==> src/rtl/reg_scoreboard_pkg.sv <==
// Shared constants and helpers for the register scoreboard.
package reg_scoreboard_pkg;

  localparam int unsigned REG_ADDR_W = 5;
  localparam int unsigned DEF_NREGS  = 32;
  localparam int unsigned DEF_LAT_W  = 3;

  typedef logic [REG_ADDR_W-1:0] reg_addr_t;

  localparam reg_addr_t              REG_ZERO     = 5'd0;
  localparam logic [DEF_LAT_W-1:0]   LAT_VARIABLE = '0;

  // x0 is hardwired to zero and never tracked
  function automatic logic is_tracked(input reg_addr_t addr);
    return addr != REG_ZERO;
  endfunction

endpackage

==> src/rtl/reg_scoreboard_if.sv <==
// ID-stage, writeback and stall-control signals between the pipeline and the scoreboard.
interface reg_scoreboard_if
  import reg_scoreboard_pkg::*;
#(
  parameter int unsigned NREGS = DEF_NREGS,
  parameter int unsigned LAT_W = DEF_LAT_W
);

  logic             id_valid;
  reg_addr_t        id_rs1;
  reg_addr_t        id_rs2;
  reg_addr_t        id_rd;
  logic             id_reg_write;
  logic [LAT_W-1:0] id_lat;
  logic             flush;
  logic             wb_done;
  reg_addr_t        wb_rd;

  logic             pc_write;
  logic             if_id_write;
  logic             control_mux;
  logic [NREGS-1:0] busy_vec;
  logic             err;

  modport master (
    output id_valid, id_rs1, id_rs2, id_rd, id_reg_write, id_lat, flush, wb_done, wb_rd,
    input  pc_write, if_id_write, control_mux, busy_vec, err
  );

  modport slave (
    input  id_valid, id_rs1, id_rs2, id_rd, id_reg_write, id_lat, flush, wb_done, wb_rd,
    output pc_write, if_id_write, control_mux, busy_vec, err
  );

endinterface

==> src/rtl/reg_scoreboard_sb_entry.sv <==
// One tracked register: latency countdown plus pending-until-writeback flag.
module reg_scoreboard_sb_entry #(
  parameter int unsigned LAT_W = 3
) (
  input  logic             clk,
  input  logic             rst_n,
  input  logic             set_cnt,
  input  logic [LAT_W-1:0] lat,
  input  logic             set_pend,
  input  logic             clr_pend,
  output logic             pend,
  output logic             busy_c
);

  logic [LAT_W-1:0] cnt;

  // a new fixed-latency issue overrides the running countdown
  always_ff @(posedge clk or negedge rst_n) begin
    if (!rst_n) begin
      cnt <= '0;
    end else if (set_cnt) begin
      cnt <= lat;
    end else if (cnt != '0) begin
      cnt <= cnt - LAT_W'(1);
    end
  end

  always_ff @(posedge clk or negedge rst_n) begin
    if (!rst_n) begin
      pend <= 1'b0;
    end else if (set_pend) begin
      pend <= 1'b1;
    end else if (clr_pend) begin
      pend <= 1'b0;
    end
  end

  assign busy_c = (cnt != '0) | pend;

endmodule

==> src/rtl/reg_scoreboard.sv <==
// Register scoreboard beside ID: tracks in-flight destinations and stalls on RAW/WAW hazards.
module reg_scoreboard
  import reg_scoreboard_pkg::*;
#(
  parameter int unsigned NREGS = DEF_NREGS,
  parameter int unsigned LAT_W = DEF_LAT_W
) (
  input  logic             clk,
  input  logic             rst_n,
  reg_scoreboard_if.slave  bus
);

  logic [NREGS-1:0] busy_vec_c;
  logic [NREGS-1:0] pend_vec;
  logic             stall_c;
  logic             issue_c;
  logic             lat_fixed_c;
  logic             wb_valid_c;
  logic             err_q;

  assign busy_vec_c[0] = 1'b0;
  assign pend_vec[0]   = 1'b0;

  // hazard check against registered state only, so stall has no added latency
  always_comb begin
    stall_c = 1'b0;
    if (bus.id_valid) begin
      stall_c = busy_vec_c[bus.id_rs1] | busy_vec_c[bus.id_rs2]
              | (bus.id_reg_write & busy_vec_c[bus.id_rd]);
    end
  end

  always_comb begin
    issue_c     = bus.id_valid & ~stall_c & ~bus.flush & bus.id_reg_write
                & is_tracked(bus.id_rd);
    lat_fixed_c = bus.id_lat != LAT_W'(LAT_VARIABLE);
    wb_valid_c  = bus.wb_done & is_tracked(bus.wb_rd);
  end

  for (genvar r = 1; r < NREGS; r++) begin : g_entry
    logic hit_id;
    logic hit_wb;

    assign hit_id = issue_c & (bus.id_rd == REG_ADDR_W'(r));
    assign hit_wb = wb_valid_c & (bus.wb_rd == REG_ADDR_W'(r));

    reg_scoreboard_sb_entry #(
      .LAT_W (LAT_W)
    ) u_sb_entry (
      .clk      (clk),
      .rst_n    (rst_n),
      .set_cnt  (hit_id & lat_fixed_c),
      .lat      (bus.id_lat),
      .set_pend (hit_id & ~lat_fixed_c),
      .clr_pend (hit_wb),
      .pend     (pend_vec[r]),
      .busy_c   (busy_vec_c[r])
    );
  end

  // writeback for a register that was never pending is a protocol error; sticky
  always_ff @(posedge clk or negedge rst_n) begin
    if (!rst_n) begin
      err_q <= 1'b0;
    end else if (wb_valid_c & ~pend_vec[bus.wb_rd]) begin
      err_q <= 1'b1;
    end
  end

  assign bus.pc_write    = ~stall_c;
  assign bus.if_id_write = ~stall_c;
  assign bus.control_mux = stall_c;
  assign bus.busy_vec    = busy_vec_c;
  assign bus.err         = err_q;

endmodule

==> src/flat_wrapper.sv <==
// flat-port wrapper written by rule: the top's interface ports become plain ports
module reg_scoreboard_flat import reg_scoreboard_pkg::*;
#(
  parameter int unsigned NREGS = DEF_NREGS,
  parameter int unsigned LAT_W = DEF_LAT_W
)
  (clk, rst_n, bus_id_valid, bus_id_rs1, bus_id_rs2, bus_id_rd, bus_id_reg_write, bus_id_lat, bus_flush, bus_wb_done, bus_wb_rd, bus_pc_write, bus_if_id_write, bus_control_mux, bus_busy_vec, bus_err);
  reg_scoreboard_if #(.NREGS(NREGS), .LAT_W(LAT_W)) bus_i ();
  input  logic clk;
  input  logic rst_n;
  input wire logic [$bits(bus_i.id_valid)-1:0] bus_id_valid;
  input wire logic [$bits(bus_i.id_rs1)-1:0] bus_id_rs1;
  input wire logic [$bits(bus_i.id_rs2)-1:0] bus_id_rs2;
  input wire logic [$bits(bus_i.id_rd)-1:0] bus_id_rd;
  input wire logic [$bits(bus_i.id_reg_write)-1:0] bus_id_reg_write;
  input wire logic [$bits(bus_i.id_lat)-1:0] bus_id_lat;
  input wire logic [$bits(bus_i.flush)-1:0] bus_flush;
  input wire logic [$bits(bus_i.wb_done)-1:0] bus_wb_done;
  input wire logic [$bits(bus_i.wb_rd)-1:0] bus_wb_rd;
  output wire logic [$bits(bus_i.pc_write)-1:0] bus_pc_write;
  output wire logic [$bits(bus_i.if_id_write)-1:0] bus_if_id_write;
  output wire logic [$bits(bus_i.control_mux)-1:0] bus_control_mux;
  output wire logic [$bits(bus_i.busy_vec)-1:0] bus_busy_vec;
  output wire logic [$bits(bus_i.err)-1:0] bus_err;
  assign bus_i.id_valid = bus_id_valid;
  assign bus_i.id_rs1 = bus_id_rs1;
  assign bus_i.id_rs2 = bus_id_rs2;
  assign bus_i.id_rd = bus_id_rd;
  assign bus_i.id_reg_write = bus_id_reg_write;
  assign bus_i.id_lat = bus_id_lat;
  assign bus_i.flush = bus_flush;
  assign bus_i.wb_done = bus_wb_done;
  assign bus_i.wb_rd = bus_wb_rd;
  assign bus_pc_write = bus_i.pc_write;
  assign bus_if_id_write = bus_i.if_id_write;
  assign bus_control_mux = bus_i.control_mux;
  assign bus_busy_vec = bus_i.busy_vec;
  assign bus_err = bus_i.err;
  reg_scoreboard #(.NREGS(NREGS), .LAT_W(LAT_W)) u_core (.clk(clk), .rst_n(rst_n), .bus(bus_i));
endmodule
==> config.mk <==
export PLATFORM = sky130hd
export DESIGN_NAME = reg_scoreboard_flat
export DESIGN_NICKNAME = d
export VERILOG_FILES = /design/src/rtl/reg_scoreboard_pkg.sv /design/src/rtl/reg_scoreboard_if.sv /design/src/rtl/reg_scoreboard_sb_entry.sv /design/src/rtl/reg_scoreboard.sv /design/src/flat_wrapper.sv
export SDC_FILE = /design/constraint.sdc
export NUM_CORES = 1
export LEC_CHECK = 0
export BUFFER_PORTS_ARGS = -buffer_cell sky130_fd_sc_hd__buf_2
export CORE_UTILIZATION = 45
export CTS_CLUSTER_SIZE = 16
export DETAILED_ROUTE_END_ITERATION = 6
export PLACE_DENSITY = 0.64
export SLEW_MARGIN = 10
export SYNTH_ARGS = -nofsm -noshare
export SYNTH_HDL_FRONTEND = slang
export SYNTH_SLANG_ARGS = --single-unit
==> constraint.sdc <==
create_clock -name clk -period 6.7 [get_ports clk]
set_clock_uncertainty 0.05 [all_clocks]
set_input_delay 1.34 -clock clk [delete_from_list [all_inputs] [get_ports clk]]
set_output_delay 1.34 -clock clk [all_outputs]
set_load 0.01 [all_outputs]
---- After elaboration in Yosys (flattened, before gate mapping) ----
Cells that the tools add are included.
cells by class
  order comparisons ....................... 4
  bitwise gates (word level) .............. 168
  reduce and logical (&&, ||, !) cells .... 96
  multiplexer cells ....................... 133
  add/subtract/negate cells ............... 31
  eq/ne operators ......................... 62
operator list
  operator               count
  $mux W3                62
  $eq A5 B5 Y1 const B   32
  $and A1 B1 Y1          131
  $reduce_bool A2 Y1     62
  $reduce_bool A3 Y1     32
  $sub A3 B1 Y3 const B  31
  $eq A5 B4 Y1 const B   16
  $mux W1                67
  $eq A5 B3 Y1 const B   8
  $or A1 B1 Y1           33
  $lt A5 B6 Y1 const B   4
  $bmux W1 S5            4
  $eq A5 B2 Y1 const B   4
  $eq A5 B1 Y1 const B   2
  $reduce_bool A5 Y1     2
  $not A1 Y1             4
storage, ports and cells
  flip-flop bits (word level) ............. 125
  input bits .............................. 29
  logic and storage cells ................. 557
  output and inout port bits .............. 36

---- Logic depth before layout (Yosys ltp) ----
Gate-level depths: netlist of the first run.
  depth in word-level cells ............... 15
  depth in mapped cells ................... 14
  gate-level depth less buffers ........... 12

---- Modules after synthesis ----
A second synthesis of the first run with hierarchy kept.
second synthesis, totals
  cell total of the unflattened synthesis .. 1020
  area, all modules ....................... 9454.1 um2
modules (own cells, without submodules)
  module                   sequential area each (um2)  cells an instance  instances  area an instance (um2)
  reg_scoreboard_sb_entry  100.1                       24                 31         239.0
  reg_scoreboard           25.0                        276                1          2045.7

---- Worst setup path after synthesis of the first run ----
No wires, ideal clock.
  path kind ............................... input-to-output
  start ................................... in bus_id_rs1[1]
  end ..................................... out bus_pc_write
  arrival ................................. 3.864 ns
  required time ........................... 5.310 ns
  stages .................................. 10
  path buffers ............................ 4
  slack ................................... 1.446 ns
  cell sequence ........................... buf_2 buf_4 mux2i_1 o311ai_0 a31oi_1 or4_4 or3_4 clkbuf_1 o21ai_0 buf_4
on the way
  longest elaborated chain between the ends .. 6
ends and longest elaborated chain
  item                           line                  source
  from (decl)                    flat_wrapper.sv:12    input wire logic [$bits(bus_i.id_rs1)-1:0] bus_id_rs1;
  $bmux W1 S5                    reg_scoreboard.sv:28  stall_c = busy_vec_c[bus.id_rs1] | busy_vec_c[bus.id_rs2]
  $mux W1 (implied by the code)  reg_scoreboard.sv:28
  $or A1 B1 Y1                   reg_scoreboard.sv:28
  $or A1 B1 Y1                   reg_scoreboard.sv:29  | (bus.id_reg_write & busy_vec_c[bus.id_rd]);
  $mux W1                        reg_scoreboard.sv:27  if (bus.id_valid) begin
  $not A1 Y1                     --
  to (decl)                      flat_wrapper.sv:20    output wire logic [$bits(bus_i.pc_write)-1:0] bus_pc_write;
No other way between the ends. The select of a mux whose other input is x is not followed.

---- Final worst setup path of the first run ----
  start ................................... reg u_core.g_entry[9].u_sb_entry.cnt[0]
  end ..................................... out bus_if_id_write
on the way
  longest elaborated chain between the ends .. 8
  elaborated cells between the ends (all ways) .. 13
  those cells by class .................... mux: 7; bitwise: 5; reduce/logical: 1
ends and longest elaborated chain
  item                                           line                                        source
  from (decl)                                    reg_scoreboard_sb_entry.sv:15               logic [LAT_W-1:0] cnt;
  from (signal assigned)                         reg_scoreboard_sb_entry.sv:22               cnt <= lat;
  from (signal assigned)                         reg_scoreboard_sb_entry.sv:24               cnt <= cnt - LAT_W'(1);
  $reduce_bool A3 Y1 (*)                         reg_scoreboard_sb_entry.sv:38               assign busy_c = (cnt != '0) | pend;
  $or A1 B1 Y1 (*)                               reg_scoreboard_sb_entry.sv:38
  $bmux W1 S5 (on tied branches)                 reg_scoreboard.sv:28, reg_scoreboard.sv:29
  $mux W1 (on tied branches)                     reg_scoreboard.sv:28, reg_scoreboard.sv:29
  $or A1 B1 Y1 or $and A1 B1 Y1 (tied branches)  reg_scoreboard.sv:28, reg_scoreboard.sv:29
  $or A1 B1 Y1 (*)                               reg_scoreboard.sv:29
  $mux W1 (*)                                    reg_scoreboard.sv:27
  $not A1 Y1 (*)                                 reg_scoreboard.sv:71                        assign bus.if_id_write = ~stall_c;
  to (decl)                                      flat_wrapper.sv:21                          output wire logic [$bits(bus_i.if_id_write)-1:0] bus_if_id_write;
Mark *: on every way between the ends. The rest lies on a longest branch, timed or not. The select of a mux whose other input is x is not followed.

==> impl_results.md, run 1 <==
* CTS tree: done
* Most common flop cell mapped by yosys: dfrtp_1
* Die Y-Extent at 145 um
* Fmax at between 150 and 200 MHz
* RSZ-0062 raised after global routing: false
* Type of the most critical hold path: reg2reg
* Final Util at 0.514
* Footprint of the multi-input gates at roughly 5200 um^2
* Fin cells at about 1400
* Largest net degree at the start of global routing at 67
* Peak VDD IR at 0.000220 V
* Grt ovf at 0
* Slowest-stage cell, CP: nor3b_1
* Req. time, crit path at 5.31 ns
* Antenna violations before repair at 1
* Hold Slack at 0.464 ns
* Fin. Hold Viols at 0
* Hold path cells at 2
* Slew Limit Fails at 0
* Register bit count reported by yosys at 125
* DRT Wirelength at roughly 29000 um
* Slew HR at 0.284
* Worst slew pin tran at 1.07 ns
* Port bufs at 63
* Clk pin slew, worst setup/hold paths at approximately 0.060 ns
* CP startpoint kind: flip-flop
* Nets at 1171
* WP data arrival at 4.19 ns
* Worst path cell trace: inv_1 > ha_1 > nor3b_1 > mux2i_1 > o311ai_0 > a31oi_1 > or4_4 > or3_4 > o21ai_0 > buf_2
* Worst R2R Path Depth at 10
* Layout area overhead at 10.4%
* H-tree levels at 4
* Mapped cell area at slightly above 9000 um^2
* Slowest stage delay, CP at 0.84 ns
* Final instance area at 10200 um^2
* Die X at 145 um
* CTS root buf: clkbuf_16
* Worst-Skew Late Latency at 0.43 ns
* Std-Cell Rows at 51
* Worst Setup End Kind: output pin
* TritonRoute pass-1 iters at 5
* Post-placement cell area at roughly 9500 um^2
* First-pass GRT wire length at 44900 um
* Max clock buf depth at 2
* Vias in the first global route at approximately 7900
* Static Leak at 0.00432 uW
* Synth warn at 0
* Post-CTS Setup Repair Bufs at 0
* Mapped Nets at ~1200
* Drt initial violations at 932
* Critical setup path kind: reg2out
* Status: complete, no violations
* Routability cong. at 0.949
* Count of cell types in the netlist at 69
* Tcrit/Tclk final at 0.833
* # IOs at 65
* Final HPWL DP at 20900 um
* CTS Buf Count at 17
* Ys async rst share at 1.00
* Antenna Violating Nets Remaining at 0
* Synth Instances at 1068
* Core area at 19800 um^2
* Max Fanout on Critical Path at 14
* CTS sink count at 125
* Via density at 6.14
* Min Tclk post-route at 5.58 ns
* Total number of vias at 8349
* Post-synth EDFFs at 0
* PD cells at between 400 and 500 nW/um^2
* Post-synthesis sequential area ratio at 0.340
* Mean Syn Cell Area at 8.62 um^2
* Setup TNS Final at 0 ns
* Hold buffer count at cts at 0
* Max_cap viols at 0
* DRC at 0
* Total GRT Usage at 0.278
* Filler cells at 1884
* Final setup vio count at 0
* Placed cell count at 1326
* FF+latch area at 3130 um^2
* Layout cells sized above 1 at 0.140
* Initial Util at 0.466
* Post-cts resize count at 0
* WL/cell at 21.1 um
* Die Footprint at 21000 um^2
==> synthesized netlist by cell type (all sizes together) (9+ instances only) <==
library cell  count  share of area
nor3             43          0.023
a211oi           12         0.0098
o22ai            14         0.0095
nor2             67          0.027
mux4              9          0.022
o21ai           108          0.059
o221a            14          0.017
dfrtp           125           0.34
clkbuf           43          0.018
a21oi            38          0.021
buf              40          0.031
nor4             13         0.0088
xnor2            11          0.010
or3b              9         0.0091
inv             106          0.043
o2bb2ai          11          0.011
nand3            24          0.013
nor2b            28          0.019
nand2b           24          0.016
ha               62          0.084
nand2            67          0.027
mux2i            22          0.024
o311a            10          0.011
nor3b            18          0.015
nor4b            13          0.012
o31ai            22          0.018
==> routing by layer <==
layer  part of all wire  global-route usage  wire (um)
met2               0.43               0.418      12500
met3              0.096              0.0780       2760
met5            0.00045                   0         13
met4              0.027              0.0974        782
met1               0.44               0.381      12700
==> registers in the layout, indices dropped and copies added, names as in the netlist <==
register and flops:
u_core.bus.err 1, u_core.g_entry.u_sb_entry.cnt 93, u_core.g_entry.u_sb_entry.pend 31
==> path summary, 6_finish.rpt <==
check | start | end | slack, ns
worst max-delay path | u_core.g_entry[9].u_sb_entry.cnt[0] | bus_if_id_write | 1.12
worst min-delay path | u_core.g_entry[29].u_sb_entry.cnt[2] | u_core.g_entry[29].u_sb_entry.cnt[2] | 0.46
worst max register to register | u_core.g_entry[9].u_sb_entry.cnt[0] | u_core.g_entry[30].u_sb_entry.cnt[2] | 2.04
worst min register to register | u_core.g_entry[29].u_sb_entry.cnt[2] | u_core.g_entry[29].u_sb_entry.cnt[2] | 0.46
max in group asynchronous | rst_n | u_core.g_entry[7].u_sb_entry.cnt[0] | 4.51
min in group asynchronous | rst_n | u_core.g_entry[18].u_sb_entry.cnt[0] | 0.86
==> where the power goes <==
part | switching [uW] | total, uW | internal [uW]
Combinational | 1140 | 2100 | 959
Sequential | 208 | 1280 | 1070
Clock | 350 | 1020 | 667
==> kinds of logic (layout without fill, tap and decap cells) <==
kind of cell             after synthesis  count (layout)  share of synthesized area
AO/OA/AOI/OAI                        287             287                      0.209
XOR/XNOR                              15              15                     0.0143
adder cells (fa/ha/maj)               62              62                     0.0842
buffers and inverters                189             214                     0.0917
flip-flops                           125             125                      0.340
multiplexers                          35              35                     0.0508
other                                  1               2                   0.000407
AND/OR/NAND/NOR                      354             354                      0.210
==> per-stage QoR <==
step	setup WS, ns	total power (uW)
detailed placement	1.35	3360
floorplan	1.45	2910
finish	1.12	4390
CTS	1.11	4390
global route	0.891	4760
global placement	1.41	3310
==> layout make-up <==
class / count / share of cell area
flip-flops and latches: 125 / 0.308
diodes: 1 / 0.000246
inverters: 106 / 0.0391
repair buffers: 76 / 0.0412
multi-input cells: 754 / 0.516
clock inverters: 12 / 0.0190
clock buffers: 20 / 0.0439
well taps: 265 / 0.0326
==> layout by cell type, fill, tap and decap left out, types with 5 or more instances in the layout <==
master     count
ha_1          62
nor4b_1       13
a31oi_1        6
o21ai_0      108
dfrtp_1      125
buf_4         13
inv_1        106
buf_2         62
a211oi_1      12
or2_2          5
mux2i_1       22
xnor2_1       11
o221a_2       12
mux4_2         9
o311ai_0       6
nand3_1       24
o31ai_1       22
clkbuf_16     17
nor2b_1       28
nor4_1        13
o22ai_1       14
nor2_1        66
nand4_1        7
clkinv_2       5
o2bb2ai_1     10
a21oi_1       38
o41ai_1        7
o311a_1       10
nand2_1       67
and2_1         8
bufinv_16      5
nor4bb_1       6
nor3_1        42
nor3b_1       18
or3_1          5
nand2b_1      24
==> worst max-delay path: cells and delay by family (launching register included) <==
kind                     cells  cell delay, ns
AND/OR/NAND/NOR              3            1.92
AO/OA/AOI/OAI                3            0.81
flip-flops                   1            0.39
buffers and inverters        2            0.29
adder cells (fa/ha/maj)      1            0.19
multiplexers                 1            0.16
No activity file was read; power rests on OpenSTA's default activity.
==> inputs of run 2 (changes only) <==
--- a/config.mk
+++ b/config.mk
@@ -5,6 +5,7 @@
 export SDC_FILE = /design/constraint.sdc
 export NUM_CORES = 1
 export LEC_CHECK = 0
+export ABC_AREA = 1
 export BUFFER_PORTS_ARGS = -buffer_cell sky130_fd_sc_hd__buf_2
 export CORE_UTILIZATION = 45
 export CTS_CLUSTER_SIZE = 16
==> constraint.sdc (replaced) <==
create_clock -name clk -period 5.6 [get_ports clk]
set_clock_uncertainty 0.05 [all_clocks]
set_input_delay 1.12 -clock clk [delete_from_list [all_inputs] [get_ports clk]]
set_output_delay 1.12 -clock clk [all_outputs]
set_load 0.01 [all_outputs]
==> impl_results.md, run 2 <==
* Register bit count reported by yosys at 125 (unchanged)
* CTS Buf Count at 17 (unchanged)
* DRT Wirelength at 30900 um (+7.5%)
* Total Power at 5450 uW (+24%)
* DRC at 1 (+1)
* Mapped Nets at 1652 (+43%)
* Mean Syn Cell Area at 6.58 um^2 (-24%)
* Footprint of the multi-input gates at 5730 um^2 (+9.2%)
* CTS sink count at 125 (unchanged)
* Post-placement cell area at 10600 um^2 (+11%)
* Synth Area in Simple Gates at 0.345 (+0.135)
* Die X at 153 um (+5.6%)
* Max Fanout on Critical Path at 17 (+3)
* Max_cap viols at 0 (unchanged)
* Post-synthesis compound-gate area fraction at 0.110 (-0.0989)
* Worst path most repeated cell: nor2_1
* Antenna violations before repair at 1 (unchanged)
* Largest register FFs at 93 (unchanged)
* Top-count cell post-synth: nand2_1
* First-pass GRT wire length at 49500 um (+10%)
* Clk pin slew, worst setup/hold paths at 0.06 ns (about the same)
* Post-cts resize count at 0 (unchanged)
* Initial Util at 0.465 (about the same)
* WL/cell at 16.5 um (-22%)
* Final HPWL DP at 22400 um (+7.2%)
* Commonest non-fill, non-tap cell in the layout: nand2_1
* CP top delay family: simple AND/OR/NAND/NOR gates
* CTS root buf: clkbuf_16
* Min Tclk post-route at 4.39 ns
* Largest area contributor in the netlist: dfrtp_1
* Core area at 22100 um^2 (+12%)
* Area share of the largest cell type after synthesis at 0.304 (-0.0353)
* Vias in the first global route at 9354 (+18%)
* Slowest stage delay, CP at 0.62 ns (-0.22 ns)
* Static Leak at 0.00605 uW (+40%)
* RSZ-0062 raised after global routing: false
* Hold buffer count at cts at 0 (unchanged)
* Final setup vio count at 0 (unchanged)
* N_diodes at 0 (-1)
* Worst path cell trace: buf_2 > inv_2 > nor2_1 > nand3_1 > nand2_1 > nor2_1 > nor2_1 > nor2_1 > nand2_1 > nand2_2 > nand3_4 > and2_1 > nor2_1 > inv_1 > buf_2
* Failing checks: design-rule violations
* Slew Limit Fails at 0 (unchanged)
* Worst Setup End Kind: output pin
* Most flop-heavy register: u_core.g_entry.u_sb_entry.cnt
* Fin. Hold Viols at 0 (unchanged)
* Mux contribution to synthesized area at 0 (-0.0508)
* Largest family of logic cells by synthesized area: simple AND/OR/NAND/NOR gates
* XOR/XNOR Fraction of Synth Area at 0.0264 (+0.0122)
* Die Footprint at 23400 um^2 (+11%)
* FF+latch area at 3130 um^2 (unchanged)
* CP startpoint kind: input pin
* Die Y-Extent at 153 um (+5.6%)
* Via density at 5.28 (-14%)
* Commonest non-fill, non-tap cells in the layout: 541 x nand2_1, 236 x inv_1, 125 x dfrtp_1
* Nets at 1666 (+42%)
* Critical setup path kind: in2out
* Peak VDD IR at 0.000185 V (-16%)
* Grt ovf at 0 (unchanged)
* Worst path buffer plus inverter count at 4 (+2)
* Filler cells at 2264 (+20%)
* Max clock buf depth at 2 (unchanged)
* Synth Instances at 1561 (+46%)
* Port bufs at 63 (unchanged)
* Synth top cells by count: 541 x nand2_1, 236 x inv_1, 125 x dfrtp_1
* Worst-Skew Late Latency at 0.44 ns (about the same)
* Layout area overhead at 8.42%
* Most common flop cell mapped by yosys: dfrtp_1
* Std-Cell Rows at 54 (+5.9%)
* Slew HR at 0.381 (+0.0974)
* Fmax at 228 MHz
* Status: complete, but fails checks
* Post-Synth Adder-Cell Area at 0.0755 (-0.00875)
* Final instance area at 11100 um^2 (+9.6%)
* Worst slew pin tran at 0.929 ns (-0.144 ns)
* Top post-synthesis cells by area: dfrtp_1 30%, nand2_1 20%, inv_1 8.6%
* TritonRoute pass-1 iters at 7 (+2)
* Post-synthesis sequential area ratio at 0.304 (-0.0353)
* Layout cells sized above 1 at 0.0951 (-0.0449)
* Synth warn at 0 (unchanged)
* Ys async rst share at 1.00 (unchanged)
* WP data arrival at 3.22 ns (-0.97 ns)
* # IOs at 65 (unchanged)
* Total GRT Usage at 0.273 (-0.00492)
* CTS tree: done
* PD cells at 489 nW/um^2 (+13%)
* Post-CTS Setup Repair Bufs at 0 (unchanged)
* Req. time, crit path at 4.43 ns (-0.88 ns)
* Final Util at 0.504 (-0.00943)
* H-tree levels at 4 (unchanged)
* Setup TNS Final at 0 ns (unchanged)
* Post-synth EDFFs at 0 (unchanged)
* Slowest-stage cell, CP: nor2_1
* Count of cell types in the netlist at 39 (-43%)
* Tcrit/Tclk final at 0.784
* Total number of vias at 9859 (+18%)
* Antenna Violating Nets Remaining at 0 (unchanged)
* Mapped cell area at 10300 um^2 (+12%)
* Drt initial violations at 816 (-12%)
* Largest net degree at the start of global routing at 91 (+36%)
* Routability cong. at 0.942 (-0.75%)
* Type of the most critical hold path: reg2reg
[run 2: cell types whose count changed in the layout (fill, tap and decap cells not counted), sizes merged, moves of 32 or more]
cell	change
nand2	+476
nor3	-32
inv	+143
nand3	+64
o21bai	+45
nor2	+68
[run 2: cell families after synthesis]
kind of cell	count (synthesis)
AND/OR/NAND/NOR	821
buffers and inverters	330
AO/OA/AOI/OAI	191
flip-flops	125
adder cells (fa/ha/maj)	62
XOR/XNOR	31
other	1
[run 2: stage by stage]
stage | hold WS (ns) | worst slack (ns) | cells
global placement | 0.413 | 1.35 | 1836
finish | 0.426 | 1.21 | 1868
detailed placement | 0.415 | 1.23 | 1836
global route | 0.449 | 0.924 | 1868
CTS | 0.432 | 1.23 | 1868
floorplan | 0.399 | 1.47 | 1561
[run 2: cell type report]
| type | instances | area share |
|---|---|---|
| clock buffers | 19 | 0.0406 |
| repair buffers | 73 | 0.0356 |
| inverters | 252 | 0.0849 |
| multi-input cells | 1106 | 0.514 |
| clock inverters | 13 | 0.0126 |
| well taps | 280 | 0.0314 |
| flip-flops and latches | 125 | 0.281 |
[run 2: where the power goes]
part / internal (uW) / switching [uW] / total, uW / leakage (uW)
Combinational: 1070 / 1740 / 2820 / 0.00423
Clock: 679 / 470 / 1150 / 0.000270
Sequential: 1280 / 212 / 1490 / 0.00155
[run 2: final timing paths]
| path | start | endpoint | slack [ns] | depth (start not counted) |
|---|---|---|---|---|
| max | bus_id_rd[1] | bus_if_id_write | 1.21 | 15 |
| min | u_core.g_entry[1].u_sb_entry.cnt[1] | u_core.g_entry[1].u_sb_entry.cnt[1] | 0.43 | 2 |
| max reg2reg | u_core.g_entry[11].u_sb_entry.cnt[0] | u_core.g_entry[7].u_sb_entry.cnt[1] | 1.79 | 19 |
| min reg2reg | u_core.g_entry[1].u_sb_entry.cnt[1] | u_core.g_entry[1].u_sb_entry.cnt[1] | 0.43 | 2 |
| max in group asynchronous | rst_n | u_core.g_entry[15].u_sb_entry.pend | 3.69 | 2 |
| min in group asynchronous | rst_n | u_core.g_entry[19].u_sb_entry.cnt[0] | 0.69 | 1 |
[run 2: worst reg2reg max path, cell delays in order, from the launching register on]
cell	delay, ns
dfrtp_1	0.40
inv_1	0.09
ha_1	0.14
nand2_1	0.09
nor2_1	0.60
nand2_1	0.11
nand3_1	0.12
nand2_1	0.07
nand3_1	0.08
nand2_1	0.05
nand2_1	0.05
nand2_1	0.08
nor2_4	0.14
buf_4	0.42
nand3_1	0.33
buf_4	0.31
nor2_1	0.26
a21oi_1	0.16
nand2_1	0.10
nand2_1	0.06
[run 2: layer usage]
metal,vias to the layer above,track usage,share of wire
met5,-,0,0.00042
met4,2,0.112,0.031
met3,63,0.0482,0.064
met2,346,0.434,0.45
met1,4590,0.365,0.45
li1,4858,-,-
==> inputs of run 3 (changes only) <==
--- a/config.mk
+++ b/config.mk
@@ -5,12 +5,12 @@
 export SDC_FILE = /design/constraint.sdc
 export NUM_CORES = 1
 export LEC_CHECK = 0
-export ABC_AREA = 1
+export ABC_AREA = 0
 export BUFFER_PORTS_ARGS = -buffer_cell sky130_fd_sc_hd__buf_2
 export CORE_UTILIZATION = 45
 export CTS_CLUSTER_SIZE = 16
 export DETAILED_ROUTE_END_ITERATION = 6
-export PLACE_DENSITY = 0.64
+export PLACE_DENSITY = 0.67
 export SLEW_MARGIN = 10
 export SYNTH_ARGS = -nofsm -noshare
 export SYNTH_HDL_FRONTEND = slang
==> constraint.sdc (replaced) <==
create_clock -name clk -period 4 [get_ports clk]
set_clock_uncertainty 0.05 [all_clocks]
set_input_delay 0.8 -clock clk [delete_from_list [all_inputs] [get_ports clk]]
set_output_delay 0.8 -clock clk [all_outputs]
set_load 0.01 [all_outputs]
==> impl_results.md, run 3 (same netlist as run 1, synthesis figures left out) <==
* Setup ws final at -0.190 ns (-1.40 ns)
* Worst path cell trace: inv_2 > buf_4 > ha_4 > or3b_4 > buf_4 > buf_4 > o21ai_0 > nand3_1 > a311o_1 > or3_4 > o21ai_4 > inv_1 > buf_2
* Static Leak at 0.00479 uW (-21%)
* First-pass GRT wire length at 48700 um (-1.5%)
* Nets at 1256 (-25%)
* Failing checks: design-rule violations, negative setup slack
* PD cells at 736 nW/um^2 (+50%)
* Fmax at 239 MHz
* CTS tree: done
* N_diodes at 0 (unchanged)
* Post-placement cell area at 9850 um^2 (-6.6%)
* Largest register FFs at 93 (unchanged)
* Vias in the first global route at 8723 (-6.7%)
* P_int at 5080 uW (+67%)
* CP startpoint kind: flip-flop
* Total number of vias at 8850 (-10%)
* Flop pwr share at 0.264 (-0.009)
* Worst Setup SP: u_core.g_entry[28].u_sb_entry.cnt[1]
* Slowest stage delay, CP at 0.42 ns (-0.20 ns)
* Switching part of the total at 0.380 (-0.0644)
* Status: complete, but fails checks
* CTS sink count at 125 (unchanged)
* Final Util at 0.562 (+0.0576)
* Antenna violations before repair at 0 (-1)
* Port bufs at 63 (unchanged)
* Slew HR at 0.435 (+0.0542)
* Final instance area at 11100 um^2 (-0.24%)
* Max clock buf depth at 2 (unchanged)
* WL/cell at 21.4 um (+29%)
* Final HPWL DP at 21700 um (-3.3%)
* Grt ovf at 0 (unchanged)
* Clk pin slew, worst setup/hold paths at 0.06 ns (about the same)
* Core area at 19800 um^2 (-10%)
* R2R Path Start: u_core.g_entry[28].u_sb_entry.cnt[1]
* Worst-Skew Late Latency at 0.43 ns (about the same)
* Worst R2R Path Depth at 29 (+10)
* H-tree levels at 4 (unchanged)
* Layout cells sized above 1 at 0.236 (+0.141)
* Req. time, crit path at 3.15 ns (-1.28 ns)
* CTS Buf Count at 17 (unchanged)
* Type of the most critical hold path: in2async
* Die Footprint at 21000 um^2 (-10%)
* DRT Wirelength at 30900 um (-0.15%)
* Worst path most repeated cell: buf_4
* Worst Setup End Kind: output pin
* Total GRT Usage at 0.302 (+0.0290)
* Comb pwr share at 0.519 (+0.003)
* Std-Cell Rows at 51 (-5.6%)
* # IOs at 65 (unchanged)
* Layout area overhead at 20.7%
* Final setup vio count at 3 (+3)
* Switching power total at 3110 uW (+28%)
* Commonest non-fill, non-tap cells in the layout: 125 x dfrtp_1, 106 x o21ai_0, 94 x inv_1
* Worst slew pin tran at 0.847 ns (-0.0813 ns)
* Initial Util at 0.466 (about the same)
* WP data arrival at 3.34 ns (+0.12 ns)
* Slowest-stage cell, CP: dfrtp_1
* Most flop-heavy register: u_core.g_entry.u_sb_entry.cnt
* DRC at 2 (+1)
* Worst R2R Setup Slack at 0.05 ns (-1.74 ns)
* Worst flop-to-flop path endpoint: u_core.g_entry[28].u_sb_entry.cnt[2]
* Largest net degree at the start of global routing at 80 (-12%)
* Slew Limit Fails at 0 (unchanged)
* Max Fanout on Critical Path at 3 (-14)
* Crit path to: bus_control_mux
* RSZ-0062 raised after global routing: true
* Clock share of power at 0.217 (+0.006)
* Hold buffer count at cts at 0 (unchanged)
* Critical setup path kind: reg2out
* Drt initial violations at 948 (+16%)
* Setup TNS Final at -0.521 ns (-0.521 ns)
* Die X at 145 um (-5.3%)
* Min Tclk post-route at 4.19 ns
* Commonest non-fill, non-tap cell in the layout: dfrtp_1
* Peak VDD IR at 0.000328 V (+77%)
* Routability cong. at 0.958 (+1.8%)
* TritonRoute pass-1 iters at 7 (unchanged)
* Die Y-Extent at 145 um (-5.3%)
* Tcrit/Tclk final at 1.05
* Via density at 6.14 (+16%)
* Max_cap viols at 0 (unchanged)
* Antenna Violating Nets Remaining at 0 (unchanged)
* CTS root buf: clkbuf_16
* Fin. Hold Viols at 0 (unchanged)
[run 3: changes by cell type in the layout (fill, tap and decap cells not counted), moves of 22 or more]
| cell | delta |
|---|---|
| nor3_1 | +31 |
| nor2_1 | -56 |
| nor2b_1 | +28 |
| nand3_1 | -63 |
| nand2_1 | -474 |
| nand2b_1 | +23 |
| o31ai_1 | +22 |
| o21ai_0 | +23 |
| buf_4 | +79 |
| o21bai_1 | -45 |
| inv_1 | -142 |
[run 3: worst min-delay path by stage]
stage | slack, ns | start | endpoint
finish | 0.32 | rst_n | u_core.g_entry[23].u_sb_entry.cnt[0]
global route | 0.41 | rst_n | u_core.g_entry[23].u_sb_entry.cnt[0]
CTS | 0.42 | rst_n | u_core.g_entry[23].u_sb_entry.cnt[0]
floorplan | 0.43 | u_core.g_entry[29].u_sb_entry.cnt[2] | u_core.g_entry[29].u_sb_entry.cnt[2]
global placement | 0.46 | u_core.g_entry[29].u_sb_entry.cnt[2] | u_core.g_entry[29].u_sb_entry.cnt[2]
detailed placement | 0.45 | u_core.bus.err | u_core.bus.err
[run 3: power by group through the flow]
stage,Clock [uW],Combinational [uW],Sequential (uW)
6_report,1770,4250,2160
2_1_floorplan,0,2820,2060
5_1_grt,1840,4740,2220
3_3_place_gp,0,3530,2130
4_1_cts,1780,4090,2130
3_5_place_dp,0,3630,2140
[run 3: area by class of cell]
cell class                 instances  area (um^2)
clock buffer                      20          447
clock inverter                    11          215
fill                            1787         8660
inverter                         106          398
multi-input combinational        754         5500
sequential                       125         3130
tap                              265          332
timing repair buffer             161         1100
[run 3: through the flow]
stage	total power [uW]	hold slack [ns]	instances	setup WS [ns]
2_1_floorplan	4880	0.430	1068	0.0549
3_3_place_gp	5660	0.455	1368	-0.0132
3_5_place_dp	5770	0.453	1368	-0.0403
4_1_cts	8010	0.418	1439	-0.137
5_1_grt	8800	0.405	1442	-0.252
6_report	8180	0.323	1442	-0.190
[run 3: metal layers]
metal	GRT usage	wire length [um]	up-vias
met3	0.0833	3050	78
met4	0.127	1010	0
li1	-	-	4037
met2	0.458	13700	432
met5	0	0	-
met1	0.403	13100	4303
[run 3: critical path, delay by kind of cell (launching register included)]
family / cells / cell delay, ns
DFF: 1 / 0.42
buffers and inverters: 6 / 0.69
AOI/OAI and AO/OA: 3 / 0.73
adders and majority gates: 1 / 0.12
and+or+nand+nor: 3 / 0.95
[run 3: timing repair]
| action | in CTS | in global routing |
|---|---|---|
| pin swaps | 13 | 12 |
| resized for setup | 45 | 22 |
| setup endpoints to repair | 3 | 4 |
| setup buffers | 40 | 5 |
